File: src/rtl/fs_accel_wbank_if.sv
// rtl/fs_accel_wbank_if.sv - load/swap/control bus between the weight bank and its user
interface fs_accel_wbank_if #(
  parameter int DW   = 8,
  parameter int TAPS = 3,
  parameter int ROWS = 3
);
  localparam int N  = TAPS * ROWS;
  localparam int CW = $clog2(N + 1);

  logic          enb;
  logic          clr;
  logic          ld_valid;
  logic [DW-1:0] ld_data;
  logic          ld_ready;
  logic          swap;
  logic          swap_err;
  logic [CW-1:0] fill_cnt;
  logic          shadow_full;
  logic          act_valid;
  logic [N*DW-1:0] wreg_do;

  modport master (
    output enb, clr, ld_valid, ld_data, swap,
    input  ld_ready, swap_err, fill_cnt, shadow_full, act_valid, wreg_do
  );

  modport slave (
    input  enb, clr, ld_valid, ld_data, swap,
    output ld_ready, swap_err, fill_cnt, shadow_full, act_valid, wreg_do
  );
endinterface

File: src/rtl/fs_accel_wbank.sv
// rtl/fs_accel_wbank.sv - double-buffered kernel weight bank (shadow load, active swap)
module fs_accel_wbank #(
  parameter int DW   = 8,
  parameter int TAPS = 3,
  parameter int ROWS = 3
) (
  input  logic           clk,
  input  logic           resetn,
  fs_accel_wbank_if.slave bus
);
  localparam int N  = TAPS * ROWS;
  localparam int CW = $clog2(N + 1);

  typedef enum logic {S_LOAD = 1'b0, S_FULL = 1'b1} state_t;

  state_t          r_state;
  state_t          w_state_nxt;
  logic [N*DW-1:0] r_shadow;
  logic [N*DW-1:0] r_active;
  logic [CW-1:0]   r_fill;
  logic            r_act_valid;
  logic            r_swap_err;
  logic            w_ld_ready;
  logic            w_accept;
  logic            w_last;
  logic            w_swap_ok;

  always_ff @(posedge clk or negedge resetn) begin
    if (!resetn) r_state <= S_LOAD;
    else         r_state <= w_state_nxt;
  end

  // A swap only commits from FULL; a swap on the final-load edge is still seen in LOAD.
  always_comb begin
    w_ld_ready  = 1'b0;
    w_state_nxt = r_state;
    if (r_state == S_LOAD) w_ld_ready = bus.enb & ~bus.clr;
    w_accept  = bus.ld_valid & w_ld_ready;
    w_last    = w_accept && (r_fill == CW'(N - 1));
    w_swap_ok = bus.enb & ~bus.clr & bus.swap & (r_state == S_FULL);
    if (bus.enb) begin
      if (bus.clr)        w_state_nxt = S_LOAD;
      else if (w_last)    w_state_nxt = S_FULL;
      else if (w_swap_ok) w_state_nxt = S_LOAD;
    end
  end

  always_ff @(posedge clk or negedge resetn) begin
    if (!resetn) begin
      r_shadow    <= '0;
      r_active    <= '0;
      r_fill      <= '0;
      r_act_valid <= 1'b0;
      r_swap_err  <= 1'b0;
    end else if (bus.enb) begin
      if (bus.clr) begin
        r_shadow    <= '0;
        r_active    <= '0;
        r_fill      <= '0;
        r_act_valid <= 1'b0;
        r_swap_err  <= 1'b0;
      end else begin
        r_swap_err <= bus.swap & (r_state == S_LOAD);
        if (w_accept) begin
          r_shadow[r_fill*DW +: DW] <= bus.ld_data;
          r_fill                    <= r_fill + CW'(1);
        end
        // Shadow is left intact on swap; later loads simply overwrite it.
        if (w_swap_ok) begin
          r_active    <= r_shadow;
          r_act_valid <= 1'b1;
          r_fill      <= '0;
        end
      end
    end else begin
      r_swap_err <= 1'b0;
    end
  end

  assign bus.ld_ready    = w_ld_ready;
  assign bus.swap_err    = r_swap_err;
  assign bus.fill_cnt    = r_fill;
  assign bus.shadow_full = (r_state == S_FULL);
  assign bus.act_valid   = r_act_valid;
  assign bus.wreg_do     = r_active;
endmodule

File: src/flat_wrapper.sv
// flat-port wrapper written by rule: the top's interface ports become plain ports
module fs_accel_wbank_flat 
#(
  parameter int DW   = 8,
  parameter int TAPS = 3,
  parameter int ROWS = 3
)
  (clk, resetn, bus_enb, bus_clr, bus_ld_valid, bus_ld_data, bus_swap, bus_ld_ready, bus_swap_err, bus_fill_cnt, bus_shadow_full, bus_act_valid, bus_wreg_do);
  fs_accel_wbank_if #(.DW(DW), .TAPS(TAPS), .ROWS(ROWS)) bus_i ();
  input  logic clk;
  input  logic resetn;
  input wire logic [$bits(bus_i.enb)-1:0] bus_enb;
  input wire logic [$bits(bus_i.clr)-1:0] bus_clr;
  input wire logic [$bits(bus_i.ld_valid)-1:0] bus_ld_valid;
  input wire logic [$bits(bus_i.ld_data)-1:0] bus_ld_data;
  input wire logic [$bits(bus_i.swap)-1:0] bus_swap;
  output wire logic [$bits(bus_i.ld_ready)-1:0] bus_ld_ready;
  output wire logic [$bits(bus_i.swap_err)-1:0] bus_swap_err;
  output wire logic [$bits(bus_i.fill_cnt)-1:0] bus_fill_cnt;
  output wire logic [$bits(bus_i.shadow_full)-1:0] bus_shadow_full;
  output wire logic [$bits(bus_i.act_valid)-1:0] bus_act_valid;
  output wire logic [$bits(bus_i.wreg_do)-1:0] bus_wreg_do;
  assign bus_i.enb = bus_enb;
  assign bus_i.clr = bus_clr;
  assign bus_i.ld_valid = bus_ld_valid;
  assign bus_i.ld_data = bus_ld_data;
  assign bus_i.swap = bus_swap;
  assign bus_ld_ready = bus_i.ld_ready;
  assign bus_swap_err = bus_i.swap_err;
  assign bus_fill_cnt = bus_i.fill_cnt;
  assign bus_shadow_full = bus_i.shadow_full;
  assign bus_act_valid = bus_i.act_valid;
  assign bus_wreg_do = bus_i.wreg_do;
  fs_accel_wbank #(.DW(DW), .TAPS(TAPS), .ROWS(ROWS)) u_core (.clk(clk), .resetn(resetn), .bus(bus_i));
endmodule
File: config.mk
export PLATFORM = sky130hd
export DESIGN_NAME = fs_accel_wbank_flat
export DESIGN_NICKNAME = d
export VERILOG_FILES = /design/src/rtl/fs_accel_wbank_if.sv /design/src/rtl/fs_accel_wbank.sv /design/src/flat_wrapper.sv
export SDC_FILE = /design/constraint.sdc
export NUM_CORES = 1
export LEC_CHECK = 0
export ABC_CLOCK_PERIOD_IN_PS = 4300
export CAP_MARGIN = 5
export CORE_ASPECT_RATIO = 0.75
export CORE_UTILIZATION = 57
export DETAILED_ROUTE_END_ITERATION = 8
export HOLD_SLACK_MARGIN = 0.1
export PLACE_DENSITY = 0.84
export SLEW_MARGIN = 20
export SYNTH_ARGS = -nofsm -noshare
export SYNTH_HDL_FRONTEND = slang
export SYNTH_SLANG_ARGS = --single-unit
export TNS_END_PERCENT = 1
File: constraint.sdc
create_clock -name clk -period 4.3 [get_ports clk]
set_input_delay 1.29 -clock clk [delete_from_list [all_inputs] [get_ports clk]]
set_output_delay 1.29 -clock clk [all_outputs]
set_load 0.01 [all_outputs]
==> metrics.yaml <==
sta:
  finalCriticalPeriod_ns: 4.09
  hold_slack_ns: 0.497
  slew_headroom_pct: 24.5
  timing_hold_violations_final: 0
  finClkSkew_ns: 0.00925
  slew_viol_final: 0
  fin_tns_setup_ns: 0
  rsz0062_at_grt: "no"
  period_share_pct: 95.0
  max_freq_mhz: 245
  finalSetupViolCount: 0
  worstMarginPinSlew_ns: 1.13
setup_path:
  worstSetupStartpointType: "input pin"
  crit_top_cell: "clkdlybuf4s50_1"
  critPathBufInv: 4
  cp_slowest_cell: "clkdlybuf4s50_1"
  required_ns: 3.01
  critPathKind: "in -> out"
  slowest_delay_ns: 0.53
  crit_chain: "clkdlybuf4s50_1 > inv_1 > nor3_1 > buf_4 > clkdlybuf4s50_1"
  end_kind: "output pin"
  worst_ep_arrival_time_ns: 2.80
  crit_family: "buffers and inverters"
  path_max_fanout: 3
global_route:
  grt_util_all_layers_pct: 29.0
  antenna_found_initial: 0
  grt_max_degree: 95
  gr-usage-met1_pct: 43.5
  grt_use_met2_pct: 41.5
  met3_usage_pct: 6.00
  top_usage_layer: "met1"
  grt.overflow.total: 0
  grt_pass1_vias: 4287
  grt_pass1_wl_mm: 23.6
clocking:
  cts_tree: "built"
  clock_path_buffers: 2
  htreeDepth: 4
  numClockSinks: 151
  clock-root-buffer: "clkbuf_16"
  cts_inserted_buffers: 17
  postCtsHoldBufs: 0
  cts_resized: 0
  postCtsSetupBuffers: 0
  path_clk_slew_ns: 0.06
  worstSkewPairLatency_ns: 0.41
logic_synthesis:
  yosysWarnings: 0
  yosys.area.top_type: "dfrtp_1"
  syn_area_sq_mm: 0.00595
  synth_top_flop_cell: "dfrtp_1"
  yosysUniqueCellTypes: 47
  synthDominantCellAreaShare_pct: 63.5
  ys_top_cells_by_area: "dfrtp_1 (63%), a22o_1 (14%), a32o_1 (3.0%)"
  avgSynthCellArea_sq_um: 13.6
  synth_edf_count: 0
  async_flop_share_pct: 100
  syn-num-nets: 453
  synthCells: 436
  synth_seq_cells: 151
  yosysSeqAreaShare_pct: 63.5
detailed_routing:
  vias: 4335
  totalWireLength_mm: 14.8
  wl_per_cell_um: 22.1
  drtIter0Drc: 471
  first_pass_iters: 5
  drc: 0
  ant_nets: 0
  via_per_inst: 6.48
placement:
  placedCellCount: 638
  place.gp.congestion: 0.884
  hpwl_mm: 9.18
  place_area_sq_mm: 0.00698
  numPortBuffers: 93
finish:
  synthToLayoutAreaGrowth_pct: 27.4
  n_fill_cell: 603
  drive_gt1_share_pct: 11.5
  nets: 542
  finalInstanceArea_sq_mm: 0.00758
  num_antenna_cells: 0
  stdcell_count: 669
min_path:
  min_path_type: "reg -> reg"
pwr:
  irDropWorstVdd_v: 0.000269
  finalPower_mw: 3.16
  leakagePower_nw: 3.45
  p_per_area_mw_per_mm2: 417
die:
  initial_core_util_pct: 60.2
  die_y_um: 90.5
  die_x_um: 120
  dieArea_sq_mm: 0.0109
  rows: 31
  io_pins: 94
  core_sq_mm: 0.00989
flow_run:
  cap_viol_max_count: 0
status:
  run_status: "finished, final reports clean"
## area by class of cell
type | instances | area (sq um) | area share (%)
sequential | 151 | 3780 | 49.8
multi-input combinational | 247 | 2010 | 26.5
timing repair buffer | 103 | 1010 | 13.3
clock buffer | 25 | 515 | 6.80
tap | 132 | 165 | 2.18
clock inverter | 6 | 88.8 | 1.17
inverter | 5 | 18.8 | 0.248
## report_power, final
part	switching (mW)	internal, mW	total (mW)
logic	0.137	0.0641	0.201
clock network	0.549	0.944	1.49
registers	0.0271	1.44	1.47
## final timing paths
kind                                              from                     end  slack [ns]  cells past startpoint
worst min-delay path               u_core.r_shadow[28]     u_core.r_shadow[28]        0.50                      1
min in group asynchronous                       resetn   u_core.bus.wreg_do[3]        0.94                      1
worst max-delay path                           bus_enb            bus_ld_ready        0.21                      5
max in group asynchronous                       resetn  u_core.bus.wreg_do[66]        2.56                      2
worst max register to register  u_core.bus.fill_cnt[0]     u_core.r_shadow[58]        1.15                      6
worst min register to register     u_core.r_shadow[28]     u_core.r_shadow[28]        0.50                      1
## metrics by stage
step,utilization (%),setup WS [ns]
after floorplan,-,0.962
after global placement,70.6,0.281
after detailed placement,70.6,0.243
after CTS,76.7,0.258
after global routing,76.7,0.193
final,76.7,0.214
## synthesized netlist by cell type (all sizes together), types with 4 or more instances
library cell and count:
dfrtp 151, a22o 95, buf 20, nand3 20, nand2 19, a32o 18
o21ai 15, o2bb2ai 14, clkbuf 13, and2 8, mux2i 8, inv 5
nand2b 5, nor2 4, nor3 4, nor4 4
## layout by cell type, fill, tap and decap left out, types with 6 or more instances in the layout
master and count:
and2_1 8, a32o_1 18, mux2i_1 8, nand3_1 18
nand2_1 19, dfrtp_1 151, o21ai_2 10, buf_4 10
o2bb2ai_1 14, a22o_1 95, clkbuf_16 17, clkdlybuf4s50_1 92
clkbuf_8 6
## layer usage
metal | part of all wire, % | routed length [um]
met4 | 2.1 | 310
met1 | 44 | 6520
met5 | 0 | 0
met3 | 8.2 | 1210
met2 | 46 | 6730
## worst reg2reg max path, stage by stage, from the launching register on
cell and delay [ns]:
dfrtp_1 0.97, inv_1 0.31, ha_1 0.49, nand4bb_1 0.22
a2111o_1 0.70, nand3_1 0.23, o21ai_2 0.09
## flip-flops by register name, summed over array words and instances (netlist names)
| register | flops |
|---|---|
| u_core.bus.wreg_do | 72 |
| u_core.r_shadow | 72 |
| u_core.bus.fill_cnt | 4 |
| u_core.bus.act_valid | 1 |
| u_core.bus.shadow_full | 1 |
| u_core.bus.swap_err | 1 |
## kinds of logic (layout without fill, tap and decap cells)
group / Yosys count / count (layout) / synth area share (%)
compound gates: 153 / 153 / 22.6
xor+xnor: 4 / 4 / 0.715
fa+ha+maj: 3 / 3 / 0.631
buf+inv: 38 / 139 / 3.05
flops: 151 / 151 / 63.5
mux: 8 / 8 / 1.35
simple gates: 79 / 79 / 8.16
(Power assumes the default switching activity.)
